<file path="src/rtl/cw_disp_pkg.sv">
// Shared constants and types for the multiplexed 7-segment display driver.
package cw_disp_pkg;

  localparam logic [6:0] SEG_0    = 7'h3F;
  localparam logic [6:0] SEG_1    = 7'h06;
  localparam logic [6:0] SEG_2    = 7'h5B;
  localparam logic [6:0] SEG_3    = 7'h4F;
  localparam logic [6:0] SEG_4    = 7'h66;
  localparam logic [6:0] SEG_5    = 7'h6D;
  localparam logic [6:0] SEG_6    = 7'h7D;
  localparam logic [6:0] SEG_7    = 7'h07;
  localparam logic [6:0] SEG_8    = 7'h7F;
  localparam logic [6:0] SEG_9    = 7'h6F;
  localparam logic [6:0] SEG_DASH = 7'h40;
  localparam logic [6:0] SEG_OFF  = 7'h00;

  localparam int DEF_REFRESH_DIV  = 50000;
  localparam int DEF_BLINK_FRAMES = 64;

  typedef enum logic {
    ST_OFF,
    ST_SCAN
  } state_t;

endpackage

</file>
<file path="src/rtl/cw_bcd_to_seg.sv">
// Combinational BCD to 7-segment decoder; non-decimal codes show a dash.
module cw_bcd_to_seg
  import cw_disp_pkg::*;
(
  input  logic [3:0] bcd,
  output logic [6:0] seg
);

  always_comb begin
    seg = SEG_DASH;
    case (bcd)
      4'd0: seg = SEG_0;
      4'd1: seg = SEG_1;
      4'd2: seg = SEG_2;
      4'd3: seg = SEG_3;
      4'd4: seg = SEG_4;
      4'd5: seg = SEG_5;
      4'd6: seg = SEG_6;
      4'd7: seg = SEG_7;
      4'd8: seg = SEG_8;
      4'd9: seg = SEG_9;
      default: seg = SEG_DASH;
    endcase
  end

endmodule

</file>
<file path="src/rtl/cw_disp_scan.sv">
// Multiplexed 7-segment scanner with per-frame BCD snapshot (no tearing).
// Optional blinking of masked digits is enabled by defining CW_DISP_BLINK_EN.
module cw_disp_scan
  import cw_disp_pkg::*;
#(
  parameter int NUM_DIGITS  = 6,
  parameter int REFRESH_DIV = DEF_REFRESH_DIV,
  parameter int DIV_W       = 16
`ifdef CW_DISP_BLINK_EN
  , parameter int BLINK_FRAMES = DEF_BLINK_FRAMES
`endif
) (
  input  logic                    i_Clk,
  input  logic                    i_Rst,
  input  logic [4*NUM_DIGITS-1:0] i_Bcd,
`ifdef CW_DISP_BLINK_EN
  input  logic [NUM_DIGITS-1:0]   i_Blink_Mask,
`endif
  output logic [6:0]              o_Seg,
  output logic [NUM_DIGITS-1:0]   o_Dig,
  output logic                    o_Frame_Start
);

  localparam int               IDX_W    = $clog2(NUM_DIGITS);
  localparam logic [IDX_W-1:0] LAST_IDX = IDX_W'(NUM_DIGITS - 1);
  localparam logic [DIV_W-1:0] DIV_LAST = DIV_W'(REFRESH_DIV - 1);

  logic [DIV_W-1:0]        presc;
  logic                    scan_tick;
  state_t                  state, state_nxt;
  logic [IDX_W-1:0]        idx, idx_nxt;
  logic                    take_snap;
  logic [4*NUM_DIGITS-1:0] snap, bcd_src;
  logic [3:0]              sel_bcd;
  logic [6:0]              dec_seg, seg_nxt;
  logic [NUM_DIGITS-1:0]   dig_nxt;

  assign scan_tick = (presc == DIV_LAST);

  always_comb begin
    state_nxt = state;
    idx_nxt   = idx;
    take_snap = 1'b0;
    case (state)
      ST_OFF: begin
        if (scan_tick) begin
          state_nxt = ST_SCAN;
          idx_nxt   = '0;
          take_snap = 1'b1;
        end
      end
      ST_SCAN: begin
        if (scan_tick) begin
          if (idx == LAST_IDX) begin
            idx_nxt   = '0;
            take_snap = 1'b1;
          end else begin
            idx_nxt = idx + 1'b1;
          end
        end
      end
      default: state_nxt = ST_OFF;
    endcase
  end

  // The registered outputs must show the newly selected digit on the same
  // edge a snapshot is taken, so the digit is picked from the live bus then.
  assign bcd_src = take_snap ? i_Bcd : snap;

  always_comb begin
    sel_bcd = '0;
    dig_nxt = '0;
    for (int k = 0; k < NUM_DIGITS; k++) begin
      if (idx_nxt == IDX_W'(k)) begin
        sel_bcd    = bcd_src[4*k +: 4];
        dig_nxt[k] = 1'b1;
      end
    end
  end

  cw_bcd_to_seg u_dec (
    .bcd (sel_bcd),
    .seg (dec_seg)
  );

`ifdef CW_DISP_BLINK_EN
  localparam int FC_W = $clog2(BLINK_FRAMES + 1);

  logic [FC_W-1:0]       frame_cnt;
  logic                  phase, phase_nxt, frame_wrap;
  logic [NUM_DIGITS-1:0] mask_snap, mask_src;

  assign frame_wrap = (state == ST_SCAN) && scan_tick && (idx == LAST_IDX);
  assign phase_nxt  = (frame_wrap && frame_cnt == FC_W'(BLINK_FRAMES - 1)) ? ~phase : phase;
  assign mask_src   = take_snap ? i_Blink_Mask : mask_snap;
  assign seg_nxt    = (phase_nxt && |(mask_src & dig_nxt)) ? SEG_OFF : dec_seg;

  always_ff @(posedge i_Clk or posedge i_Rst) begin
    if (i_Rst) begin
      frame_cnt <= '0;
      phase     <= 1'b0;
      mask_snap <= '0;
    end else begin
      if (frame_wrap) begin
        frame_cnt <= (frame_cnt == FC_W'(BLINK_FRAMES - 1)) ? '0 : frame_cnt + 1'b1;
      end
      phase <= phase_nxt;
      if (take_snap) begin
        mask_snap <= i_Blink_Mask;
      end
    end
  end
`else
  assign seg_nxt = dec_seg;
`endif

  always_ff @(posedge i_Clk or posedge i_Rst) begin
    if (i_Rst) begin
      presc         <= '0;
      state         <= ST_OFF;
      idx           <= '0;
      snap          <= '0;
      o_Seg         <= SEG_OFF;
      o_Dig         <= '0;
      o_Frame_Start <= 1'b0;
    end else begin
      presc         <= scan_tick ? '0 : presc + 1'b1;
      state         <= state_nxt;
      idx           <= idx_nxt;
      o_Frame_Start <= take_snap;
      if (take_snap) begin
        snap <= i_Bcd;
      end
      if (scan_tick) begin
        o_Dig <= dig_nxt;
        o_Seg <= seg_nxt;
      end
    end
  end

endmodule

</file>
<file path="config.mk">
export PLATFORM = sky130hd
export DESIGN_NAME = cw_disp_scan
export DESIGN_NICKNAME = d
export VERILOG_FILES = /design/src/rtl/cw_disp_pkg.sv /design/src/rtl/cw_bcd_to_seg.sv /design/src/rtl/cw_disp_scan.sv
export SDC_FILE = /design/constraint.sdc
export NUM_CORES = 1
export LEC_CHECK = 0
export BUFFER_PORTS_ARGS = -buffer_cell sky130_fd_sc_hd__buf_2
export CORE_AREA = 2 2 81 75
export DETAILED_ROUTE_END_ITERATION = 12
export DIE_AREA = 0 0 83 77
export PLACE_DENSITY_LB_ADDON = 0.08
export SLEW_MARGIN = 20
export SYNTH_ARGS = -nofsm -noshare
export SYNTH_HDL_FRONTEND = slang
export SYNTH_HIERARCHICAL = 1
export SYNTH_SLANG_ARGS = --single-unit
</file>
<file path="constraint.sdc">
create_clock -name i_Clk -period 7.5 [get_ports i_Clk]
set_input_delay 0.375 -clock i_Clk [delete_from_list [all_inputs] [get_ports i_Clk]]
set_output_delay 0.375 -clock i_Clk [all_outputs]
set_load 0.1 [all_outputs]
</file>
==> results of run 1 <==
-- area by class of cell --
class                           instances  area (um2)  area share (%)
Clock buffer                           13         149            4.46
Clock inverter                          3        15.0           0.450
Inverter                               13        48.8            1.46
Multi-Input combinational cell        216        1370            41.0
Sequential cell                        58        1450            43.5
Tap cell                               70        87.6            2.63
Timing Repair Buffer                   42         218            6.53
-- placed cells by master, fill, tap and decap left out, types with 5 or more instances in the layout --
cell / count
nand4_1: 6
nand2_1: 57
ha_1: 7
inv_1: 12
xor2_1: 6
a31oi_1: 5
o21ai_0: 12
xnor2_1: 7
buf_2: 39
mux2_1: 13
o32ai_1: 7
or3_1: 5
dfrtp_1: 58
nor2_1: 17
clkbuf_8: 10
nand3_1: 19
o31ai_1: 5
-- Yosys cell counts, types with 3 or more instances --
cell      count  area (um2)
and3_1        4        25.0
a21oi_1       4        20.0
o21ai_0      12        60.1
clkbuf_1      8        30.0
dfrtp_1      58        1450
o22ai_1       3        18.8
a31oi_1       5        31.3
and2_1        3        18.8
a211oi_1      4        30.0
nand4_1       6        37.5
inv_1        13        48.8
o31ai_1       5        37.5
buf_2         6        30.0
or3_1         5        31.3
mux2_2        3        33.8
xor2_1        6        52.6
o32ai_1       7        61.3
nand2b_1      3        18.8
mux2_1       13         146
nor2b_1       3        18.8
buf_6         3        33.8
nand2_1      57         214
ha_1          7        87.6
nand3_1      19        95.1
a21o_1        3        22.5
nor2_1       17        63.8
xnor2_1       7        61.3
-- sequential cells by signal (all words and copies together), names as in the netlist --
| name | cells |
|---|---|
| o_Seg | 7 |
| o_Dig | 6 |
| o_Frame_Start | 1 |
| idx | 3 |
| presc | 16 |
| state | 1 |
| snap | 24 |
-- per-layer routing --
metal	vias up	routed length, um
li1	1127	-
met1	1020	3090
met2	67	2650
met3	19	272
met4	0	157
met5	-	0
-- kinds of logic after synthesis --
kind of cell | Yosys count
xor gates and xnor gates | 13
buffers and inverters | 30
adders and majority gates | 7
DFF | 58
AOI/OAI and AO/OA | 51
muxes | 18
and+or+nand+nor | 127
-- power groups by stage --
stage | clock network, mW | registers, mW | logic [mW]
after global placement | 0 | 0.323 | 0.0178
final | 0.247 | 0.318 | 0.0174
after CTS | 0.249 | 0.318 | 0.0182
after floorplan | 0 | 0.323 | 0.00853
after global routing | 0.264 | 0.318 | 0.0202
after detailed placement | 0 | 0.324 | 0.0182
-- worst register-to-register path, stage by stage (launching register included) --
cell,delay [ps]
dfrtp_1,370
ha_1,190
and3_1,230
nand4_1,610
buf_4,440
or4_1,580
nand3_1,130
o32ai_1,100
a31oi_1,540
inv_1,180
ha_1,220
mux2_2,270
o22ai_1,160
nand2_1,70
nand2_1,60
-- worst max-delay path by stage --
| stage | endpoint |
|---|---|
| 2_1_floorplan | o_Seg[0]$_DFFE_PP0N_ |
| 3_3_place_gp | o_Seg[5]$_DFFE_PP0N_ |
| 3_5_place_dp | o_Seg[5]$_DFFE_PP0N_ |
| 4_1_cts | o_Seg[5]$_DFFE_PP0N_ |
| 5_1_grt | o_Seg[0]$_DFFE_PP0N_ |
| 6_report | o_Seg[0]$_DFFE_PP0N_ |
-- metrics by stage --
stage | utilization, % | hold WS [ps]
3_5_place_dp | 57.0 | 463
5_1_grt | 60.0 | 260
2_1_floorplan | - | 425
6_report | 60.0 | 235
4_1_cts | 60.0 | 250
3_3_place_gp | 57.0 | 435
==> flow_metrics.env, run 1 <==
export IMPL_outcome="finished clean"
export IMPL_antenna_cells=0
export IMPL_drc=0
export IMPL_synth_edf_count=0
export IMPL_drtIter0Drc=125
export IMPL_port_buffers=39
export IMPL_cts_hold_buf=0
export IMPL_cp_arrival_ps=4490
export IMPL_vdd_drop_max_mv=0.141
export IMPL_rr_startpoint="presc[0]$_DFF_PP0_"
export IMPL_place_inst=399
export IMPL_synthFlopType="dfrtp_1"
export IMPL_synthSimpleGateAreaFrac_pct=20.7
export IMPL_crit_required_ps=7780
export IMPL_synth_top_family_by_area="simple AND/OR/NAND/NOR gates"
export IMPL_hold_viol=0
export IMPL_fin_crit_ps=4210
export IMPL_nFillCells=484
export IMPL_routabilityCongestion=0.828
export IMPL_worstPathBufferInverterCount=2
export IMPL_final_layout_size_suffix_gt1_share_pct=19.1
export IMPL_synth_area_mux_share_pct=6.76
export IMPL_crit_path_start="presc[0]$_DFF_PP0_"
export IMPL_fp_dieArea_um2=6390
export IMPL_ys_ff_latch=58
export IMPL_cts_post_setup_buffers_inserted=0
export IMPL_r2r_end="o_Seg[0]$_DFFE_PP0N_"
export IMPL_path_cells="ha_1 -> and3_1 -> nand4_1 -> buf_4 -> or4_1 -> nand3_1 -> o32ai_1 -> a31oi_1 -> inv_1 -> ha_1 -> mux2_2 -> o22ai_1 -> nand2_1 -> nand2_1"
export IMPL_first_pass_iters=4
export IMPL_leakage_nw=1.53
export IMPL_die_w_um=83
export IMPL_cellInternalPower_mw=0.452
export IMPL_ios=40
export IMPL_synth_async_reset_ratio_pct=100
export IMPL_ys_warn_count=6
export IMPL_cts_inserted_buffers=9
export IMPL_use_met2_pct=31.5
export IMPL_relSlewSlack_pct=39.5
export IMPL_critPathKind="reg -> reg"
export IMPL_viasPerCell=5.38
export IMPL_yosysSeqAreaShare_pct=49.0
export IMPL_worst_path_max_delay_cell="nand4_1"
export IMPL_drv_slew=0
export IMPL_end_kind="flip-flop"
export IMPL_totalPowerFinal_mw=0.582
export IMPL_drtAntennaViolNets=0
export IMPL_postPlaceCellArea_um2=3170
export IMPL_grt_max_degree=59
export IMPL_p_seq_share_pct=54.6
export IMPL_cts_repair_resized=0
export IMPL_fmaxAchievable_mhz=237
export IMPL_clock_latency_ps=340
export IMPL_rows=26
export IMPL_slowest_delay_ps=610
export IMPL_cp_top_family="simple AND/OR/NAND/NOR gates"
export IMPL_synth_nets=337
export IMPL_hold_path_class="in -> async"
export IMPL_avgSynthCellArea_um2=9.74
export IMPL_skew_ps=2.88
export IMPL_synthXorXnorAreaFrac_pct=3.85
export IMPL_die_h_um=77
export IMPL_cp_num_cells=14
export IMPL_cp_start_kind="flip-flop"
export IMPL_syn_inst=304
export IMPL_finalSetupViolCount=0
export IMPL_reg2regPathDepth=14
export IMPL_design_area_um2=3340
export IMPL_syn2layout_area_growth_pct=12.7
export IMPL_grt_pass1_wl_mm=10.6
export IMPL_met1_usage_pct=28.6
export IMPL_synth_adder_area_share_pct=2.96
export IMPL_p_switching_mw=0.130
export IMPL_r2r_slack_ps=3290
export IMPL_cts_tree="done"
export IMPL_tns_ps=0
export IMPL_synthesis_area_um2=2960
export IMPL_clkPwrFrac_pct=42.4
export IMPL_worst_pin_slew_ps=882
export IMPL_yosys_cell_types_count=44
export IMPL_clk_pin_slew_ps=60
export IMPL_antenna_found_initial=0
export IMPL_h_tree_depth=3
export IMPL_route_vias_total=2233
export IMPL_synth_compound_area_share_pct=11.9
export IMPL_place_hpwl_mm=4.28
export IMPL_final_cells=415
export IMPL_grt_pass1_vias=2215
export IMPL_fin_nets=373
export IMPL_pwr_share_comb_pct=3.0
export IMPL_switching_share_pct=22.4
export IMPL_clockBufferDepth=2
export IMPL_cts_sinks=58
export IMPL_cts_root_buf="clkbuf_8"
export IMPL_dpl_worst_slack_ps=3260
export IMPL_path_max_fanout=19
export IMPL_gr_total_overflow=0
export IMPL_grt_busiest_layer="met2"
export IMPL_cap_violations=0
export IMPL_fin_crit_sh_pct=56.2
export IMPL_core_um2=5560
export IMPL_grtUsageMet3_pct=4.20
export IMPL_grt_usage_pct=20.9
export IMPL_start_util_pct=53.2
export IMPL_rsz0062_at_grt="no"
export IMPL_setup_slack_ps=3290
export IMPL_wl_per_cell_um=14.9
export IMPL_power_density_nw_per_um2=175
export IMPL_routed_wl_mm=6.17
Power figures use the tool's default switching activity.
==> run 2, diff against run 1 <==
Settings changed: ABC_AREA set to 1, CORE_AREA 2 2 81 75 to 2 2 84 78, DIE_AREA 0 0 83 77 to 0 0 86 80.
Clock period 7.5 ns to 3.9 ns, I/O delays scaled along.
==> run 2 against run 1 <==
Against the previous run:
- global-route usage increased by 0.65 points
- core utilization grew 1.2 points
- register-to-register slack worse by 2300 ps
- critical path type unchanged
- critical endpoint is now o_Seg[3]$_DFFE_PP0N_
- largest power group unchanged
==> flow_metrics.env, run 2 <==
export IMPL_drv_slew=0
export IMPL_synthFlopType="dfrtp_1"
export IMPL_leakage_nw=1.98
export IMPL_relSlewSlack_pct=51.7
export IMPL_synthesis_area_um2=3220
export IMPL_avgSynthCellArea_um2=8.03
export IMPL_synth_most_common_cell="nand2_1"
export IMPL_die_w_um=86
export IMPL_drtIter0Drc=156
export IMPL_met1_usage_pct=30.0
export IMPL_h_tree_depth=3
export IMPL_yosysSeqAreaShare_pct=45.1
export IMPL_cts_inserted_buffers=9
export IMPL_rsz0062_at_grt="no"
export IMPL_yosys_area_top_type="dfrtp_1"
export IMPL_clock_latency_ps=330
export IMPL_first_pass_iters=5
export IMPL_grt_busiest_layer="met2"
export IMPL_outcome="finished clean"
export IMPL_hold_path_class="in -> async"
export IMPL_cts_sinks=58
export IMPL_worst_pin_slew_ps=724
export IMPL_route_vias_total=2601
export IMPL_synth_top_area_share_pct=45.1
export IMPL_place_hpwl_mm=4.72
export IMPL_routabilityCongestion=0.867
export IMPL_vdd_drop_max_mv=0.224
export IMPL_synth_async_reset_ratio_pct=100
export IMPL_antenna_found_initial=0
export IMPL_ios=40
export IMPL_rows=27
export IMPL_cp_start_kind="flip-flop"
export IMPL_fin_nets=478
export IMPL_core_um2=5980
export IMPL_cts_tree="done"
export IMPL_start_util_pct=53.8
export IMPL_use_met2_pct=32.3
export IMPL_finalSetupViolCount=0
export IMPL_drtAntennaViolNets=0
export IMPL_synth_nets=434
export IMPL_power_density_nw_per_um2=320
export IMPL_syn2layout_area_growth_pct=13.7
export IMPL_grt_pass1_vias=2433
export IMPL_cap_violations=0
export IMPL_skew_ps=6.47
export IMPL_syn_inst=401
export IMPL_grt_pass1_wl_mm=11.4
export IMPL_port_buffers=39
export IMPL_grt_usage_pct=21.5
export IMPL_final_layout_size_suffix_gt1_share_pct=23.4
export IMPL_clockBufferDepth=2
export IMPL_path_max_fanout=18
export IMPL_yosys_cell_types_count=34
export IMPL_grtUsageMet3_pct=7.45
export IMPL_fin_crit_ps=2880
export IMPL_routed_wl_mm=6.55
export IMPL_yosys_top_cells_count="148 x nand2_1, 58 x dfrtp_1, 44 x inv_1"
export IMPL_synth_edf_count=0
export IMPL_reg_top3="snap x24, presc x16, o_Seg x7"
export IMPL_wl_per_cell_um=12.6
export IMPL_fp_dieArea_um2=6880
export IMPL_cts_root_buf="clkbuf_8"
export IMPL_final_common_cell="nand2_1"
export IMPL_tns_ps=0
export IMPL_utilization_pct=61.2
export IMPL_fmaxAchievable_mhz=348
export IMPL_end_kind="flip-flop"
export IMPL_largest_reg_flops=24
export IMPL_regMostFlops="snap"
export IMPL_fin_hold_ws_ps=66.1
export IMPL_grt_max_degree=59
export IMPL_critPathKind="reg -> reg"
export IMPL_cts_hold_buf=0
export IMPL_hold_viol=0
export IMPL_totalPowerFinal_mw=1.17
export IMPL_cts_post_setup_buffers_inserted=0
export IMPL_die_h_um=80
export IMPL_viasPerCell=4.99
export IMPL_ys_ff_latch=58
export IMPL_crit_required_ps=4130
export IMPL_final_cell_mix="148 x nand2_1, 58 x dfrtp_1, 43 x inv_1, 39 x buf_2, 28 x nor2_1"
export IMPL_fin_crit_sh_pct=73.8
export IMPL_drc=0
export IMPL_clk_pin_slew_ps=70
export IMPL_cts_repair_resized=0
export IMPL_cp_arrival_ps=3100
export IMPL_ys_warn_count=6
export IMPL_synthTopCellsByArea="dfrtp_1 45%, nand2_1 17%, inv_1 5.1%"
export IMPL_gr_total_overflow=0
export IMPL_antenna_cells=0
-- run 2: cell types whose count changed after synthesis, sizes merged, moves of 4 or more --
cell	previous run	this run
nand2	58	164
inv	13	52
nor2	17	44
mux2	16	0
nand3	19	31
clkbuf	8	2
o32ai	7	1
xnor2	7	1
a31oi	5	0
nor3	1	6
o31ai	5	0
or3	5	0
a211oi	4	0
buf	9	5
-- run 2: where the power goes --
group          switching (mW)  internal [mW]
registers                   0          0.602
logic                  0.0162        0.00976
clock network           0.237          0.306
-- run 2: cell families after synthesis --
family,Yosys count,share of synthesized area [%]
buffers and inverters,60,7.70
and+or+nand+nor,250,38.2
DFF,58,45.1
AOI/OAI and AO/OA,21,4.94
adders and majority gates,7,2.72
xor gates and xnor gates,5,1.36
-- run 2: final cells by class --
class / instances / area (um2)
Clock buffer: 10 / 138
Fill cell: 552 / 2320
Inverter: 53 / 204
Multi-Input combinational cell: 283 / 1520
Clock inverter: 5 / 55.1
Sequential cell: 58 / 1450
Tap cell: 72 / 90.1
Timing Repair Buffer: 40 / 203
-- run 2: path summary, 6_finish.rpt --
kind | to | slack, ps | start | cells past startpoint
max | o_Seg[3]$_DFFE_PP0N_ | 1020 | presc[0]$_DFF_PP0_ | 19
min | o_Seg[0]$_DFFE_PP0N_ | 70 | i_Rst | 3
max reg2reg | o_Seg[3]$_DFFE_PP0N_ | 1020 | presc[0]$_DFF_PP0_ | 19
min reg2reg | presc[0]$_DFF_PP0_ | 460 | presc[0]$_DFF_PP0_ | 1
max in group asynchronous | o_Frame_Start$_DFF_PP0_ | 3360 | i_Rst | 3
min in group i_Clk | snap[6]$_DFF_PP0_ | 90 | i_Bcd[6] | 3
-- run 2: critical path, cell delays in order (launching register included) --
cell and delay [ps]:
dfrtp_1 370, ha_1 250, nand3_4 130, nor2_4 170
nand2_2 80, a21oi_4 450, nand2_1 100, nand2_1 110
nand3_1 80, nand3_1 90, nor2_1 50, nand3_1 130
inv_1 120, ha_1 280, nand2_1 70, nand2_1 60
nand2_1 50, nand2_1 50, nand2_1 70, nand2_1 50
-- run 2: per-stage QoR --
stage | area (um2) | setup slack (ps) | instances
5_1_grt | 3660 | 670 | 521
4_1_cts | 3660 | 994 | 521
3_5_place_dp | 3470 | 1010 | 506
3_3_place_gp | 3470 | 1070 | 506
2_1_floorplan | 3220 | 1430 | 401
6_report | 3660 | 1020 | 521
-- run 2: routing by layer --
metal / part of all wire (%) / up-vias
met5: 0 / -
met4: 0.41 / 0
met3: 5.1 / 2
met2: 45 / 62
met1: 49 / 1212
li1: - / 1325
==> run 3, diff against run 2 <==
Settings changed: CORE_AREA 2 2 84 78 to 2 2 86 80, DIE_AREA 0 0 86 80 to 0 0 88 82.
Clock period 3.9 ns to 2.3 ns, I/O delays scaled along.
==> run 3 against run 2 <==
Against the previous run:
- the run now ends with setup timing left
- global-route usage rose by 2.2 points
- wire length grew 20%
- register-to-register slack worse by 1300 ps
- clock power rose by 78%
- sequential share of layout area is 7.6 points lower
- maximum frequency is 13% higher
- design area up 24%
- clock skew grew 1.2 ps
- critical path depth is 1 higher
- critical endpoint unchanged
- highest routed layer unchanged
==> flow_metrics.env, run 3 (same netlist as run 2, synthesis figures left out) <==
export IMPL_routed_wl_mm=7.89
export IMPL_rows=28
export IMPL_antenna_found_initial=0
export IMPL_regMostFlops="snap"
export IMPL_viasPerCell=4.69
export IMPL_final_common_cell="nand2_1"
export IMPL_antenna_cells=0
export IMPL_end_kind="flip-flop"
export IMPL_drtIter0Drc=153
export IMPL_fin_nets=553
export IMPL_clock_latency_ps=340
export IMPL_finalSetupViolCount=7
export IMPL_fin_hold_ws_ps=11.8
export IMPL_nFillCells=491
export IMPL_rr_startpoint="presc[12]$_DFF_PP0_"
export IMPL_clockBufferDepth=2
export IMPL_cts_root_buf="clkbuf_8"
export IMPL_reg_top3="snap x24, presc x16, o_Seg x7"
export IMPL_final_cell_mix="138 x nand2_1, 67 x buf_4, 58 x dfrtp_1, 39 x buf_2, 38 x inv_1"
export IMPL_first_pass_iters=4
export IMPL_cp_top_family="simple AND/OR/NAND/NOR gates"
export IMPL_largest_reg_flops=24
export IMPL_wl_per_cell_um=12.8
export IMPL_final_layout_size_suffix_gt1_share_pct=40.2
export IMPL_path_cells="nor2_2 -> nand2_2 -> nor2_4 -> nand2_4 -> buf_6 -> nand2_4 -> nand2_8 -> nor2_4 -> inv_2 -> nor2_4 -> nand2_2 -> nand3_4 -> inv_6 -> ha_4 -> nand2_4 -> nand2_2 -> nand2_1 -> nand2_1 -> nand2_1 -> nand2_1"
export IMPL_relSlewSlack_pct=67.7
export IMPL_crit_path_start="presc[12]$_DFF_PP0_"
export IMPL_worst_pin_slew_ps=487
export IMPL_ios=40
export IMPL_final_cells=615
export IMPL_cp_start_kind="flip-flop"
export IMPL_outcome="finished with violations"
export IMPL_grt_pass1_vias=2796
export IMPL_die_h_um=82
export IMPL_power_density_nw_per_um2=450
export IMPL_cts_sinks=58
export IMPL_syn2layout_area_growth_pct=40.6
export IMPL_crit_required_ps=2580
export IMPL_reg2regPathDepth=20
export IMPL_hold_viol=0
export IMPL_leakage_nw=2.36
export IMPL_r2r_end="o_Seg[3]$_DFFE_PP0N_"
export IMPL_cp_endpoint="o_Seg[3]$_DFFE_PP0N_"
export IMPL_grt_max_degree=22
export IMPL_hold_path_class="in -> reg"
export IMPL_start_util_pct=50.7
export IMPL_fmaxAchievable_mhz=391
export IMPL_multi_input_area_um2=1740
export IMPL_rsz0062_at_grt="yes"
export IMPL_port_buffers=39
export IMPL_worstPathBufferInverterCount=3
export IMPL_worst_path_max_delay_cell="dfrtp_1"
export IMPL_cp_num_cells=20
export IMPL_cts_tree="done"
export IMPL_setup_slack_ps=-254
export IMPL_gr_total_overflow=0
export IMPL_cap_violations=0
export IMPL_die_w_um=88
export IMPL_fin_crit_sh_pct=111
export IMPL_route_vias_total=2882
export IMPL_drtAntennaViolNets=0
export IMPL_grt_pass1_wl_mm=13.0
export IMPL_skew_ps=7.64
export IMPL_drv_slew=0
export IMPL_cp_common_cell="nand2_1"
export IMPL_vdd_drop_max_mv=0.392
export IMPL_slowest_delay_ps=410
export IMPL_fin_crit_ps=2550
export IMPL_grt_usage_pct=23.7
export IMPL_cp_arrival_ps=2830
export IMPL_place_hpwl_mm=5.54
export IMPL_r2r_slack_ps=-250
export IMPL_violations="setup timing"
export IMPL_path_max_fanout=6
export IMPL_seqCellArea_um2=1450
export IMPL_critPathKind="reg -> reg"
export IMPL_fp_dieArea_um2=7220
export IMPL_cts_inserted_buffers=9
export IMPL_routabilityCongestion=0.877
export IMPL_drc=0
export IMPL_core_um2=6340
export IMPL_place_inst=583
export IMPL_clk_pin_slew_ps=60
export IMPL_h_tree_depth=3
export IMPL_dpl_worst_slack_ps=-324
-- run 3: layer usage --
| layer | track usage, % | wire, um | vias up |
|---|---|---|---|
| li1 | - | - | 1477 |
| met1 | 32.8 | 3890 | 1351 |
| met2 | 37.3 | 3650 | 45 |
| met3 | 6.53 | 284 | 9 |
| met4 | 5.23 | 68 | 0 |
| met5 | 0 | 0 | - |
-- run 3: layout make-up --
class	count	share of cell area, %
clock buffer	12	3.43
clock inverter	4	1.11
inverter	53	4.62
multi-input combinational	283	38.3
sequential	58	32.1
tap	90	2.49
timing repair buffer	115	17.9
-- run 3: repair_timing --
| item | in CTS | in global routing |
|---|---|---|
| hold buffers | 4 | 0 |
| gates resized for setup | 28 | 25 |
| buffers inserted | 11 | 2 |
| hold endpoints to repair | 22 | 0 |
| endpoints found under the setup margin | 7 | 7 |
| pin swaps | 29 | 17 |
| gates cloned | 0 | 0 |
-- run 3: metrics by stage --
stage | util, % | setup TNS [ps] | area [um2] | power (mW)
2_1_floorplan | - | -37.2 | 3240 | 1.06
6_report | 71.4 | -1580 | 4530 | 2.04
3_5_place_dp | 62.9 | -1480 | 3990 | 1.09
5_1_grt | 71.4 | -2580 | 4530 | 2.11
4_1_cts | 69.5 | -1040 | 4410 | 2.06
3_3_place_gp | 62.9 | -1080 | 3990 | 1.09
-- run 3: worst min-delay path by stage --
| stage | to | cells after the start | startpoint |
|---|---|---|---|
| final | snap[8]$_DFF_PP0_ | 3 | i_Bcd[8] |
| after global routing | snap[2]$_DFF_PP0_ | 3 | i_Bcd[2] |
| after CTS | snap[8]$_DFF_PP0_ | 3 | i_Bcd[8] |
| after detailed placement | presc[0]$_DFF_PP0_ | 2 | i_Rst |
| after global placement | presc[0]$_DFF_PP0_ | 2 | i_Rst |
| after floorplan | snap[10]$_DFF_PP0_ | 2 | i_Bcd[10] |
-- run 3: worst min-delay path, delay by kind of cell --
| kind | cells | cell delay [ps] |
|---|---|---|
| simple gates | 2 | 110 |
| buf+inv | 1 | 70 |
-- run 3: report_power, final --
group	leakage [nW]	switching [mW]	internal [mW]
logic	1.62	0.0304	0.0221
registers	0.639	0	1.02
clock network	0.0986	0.409	0.557
total	2.36	0.439	1.60
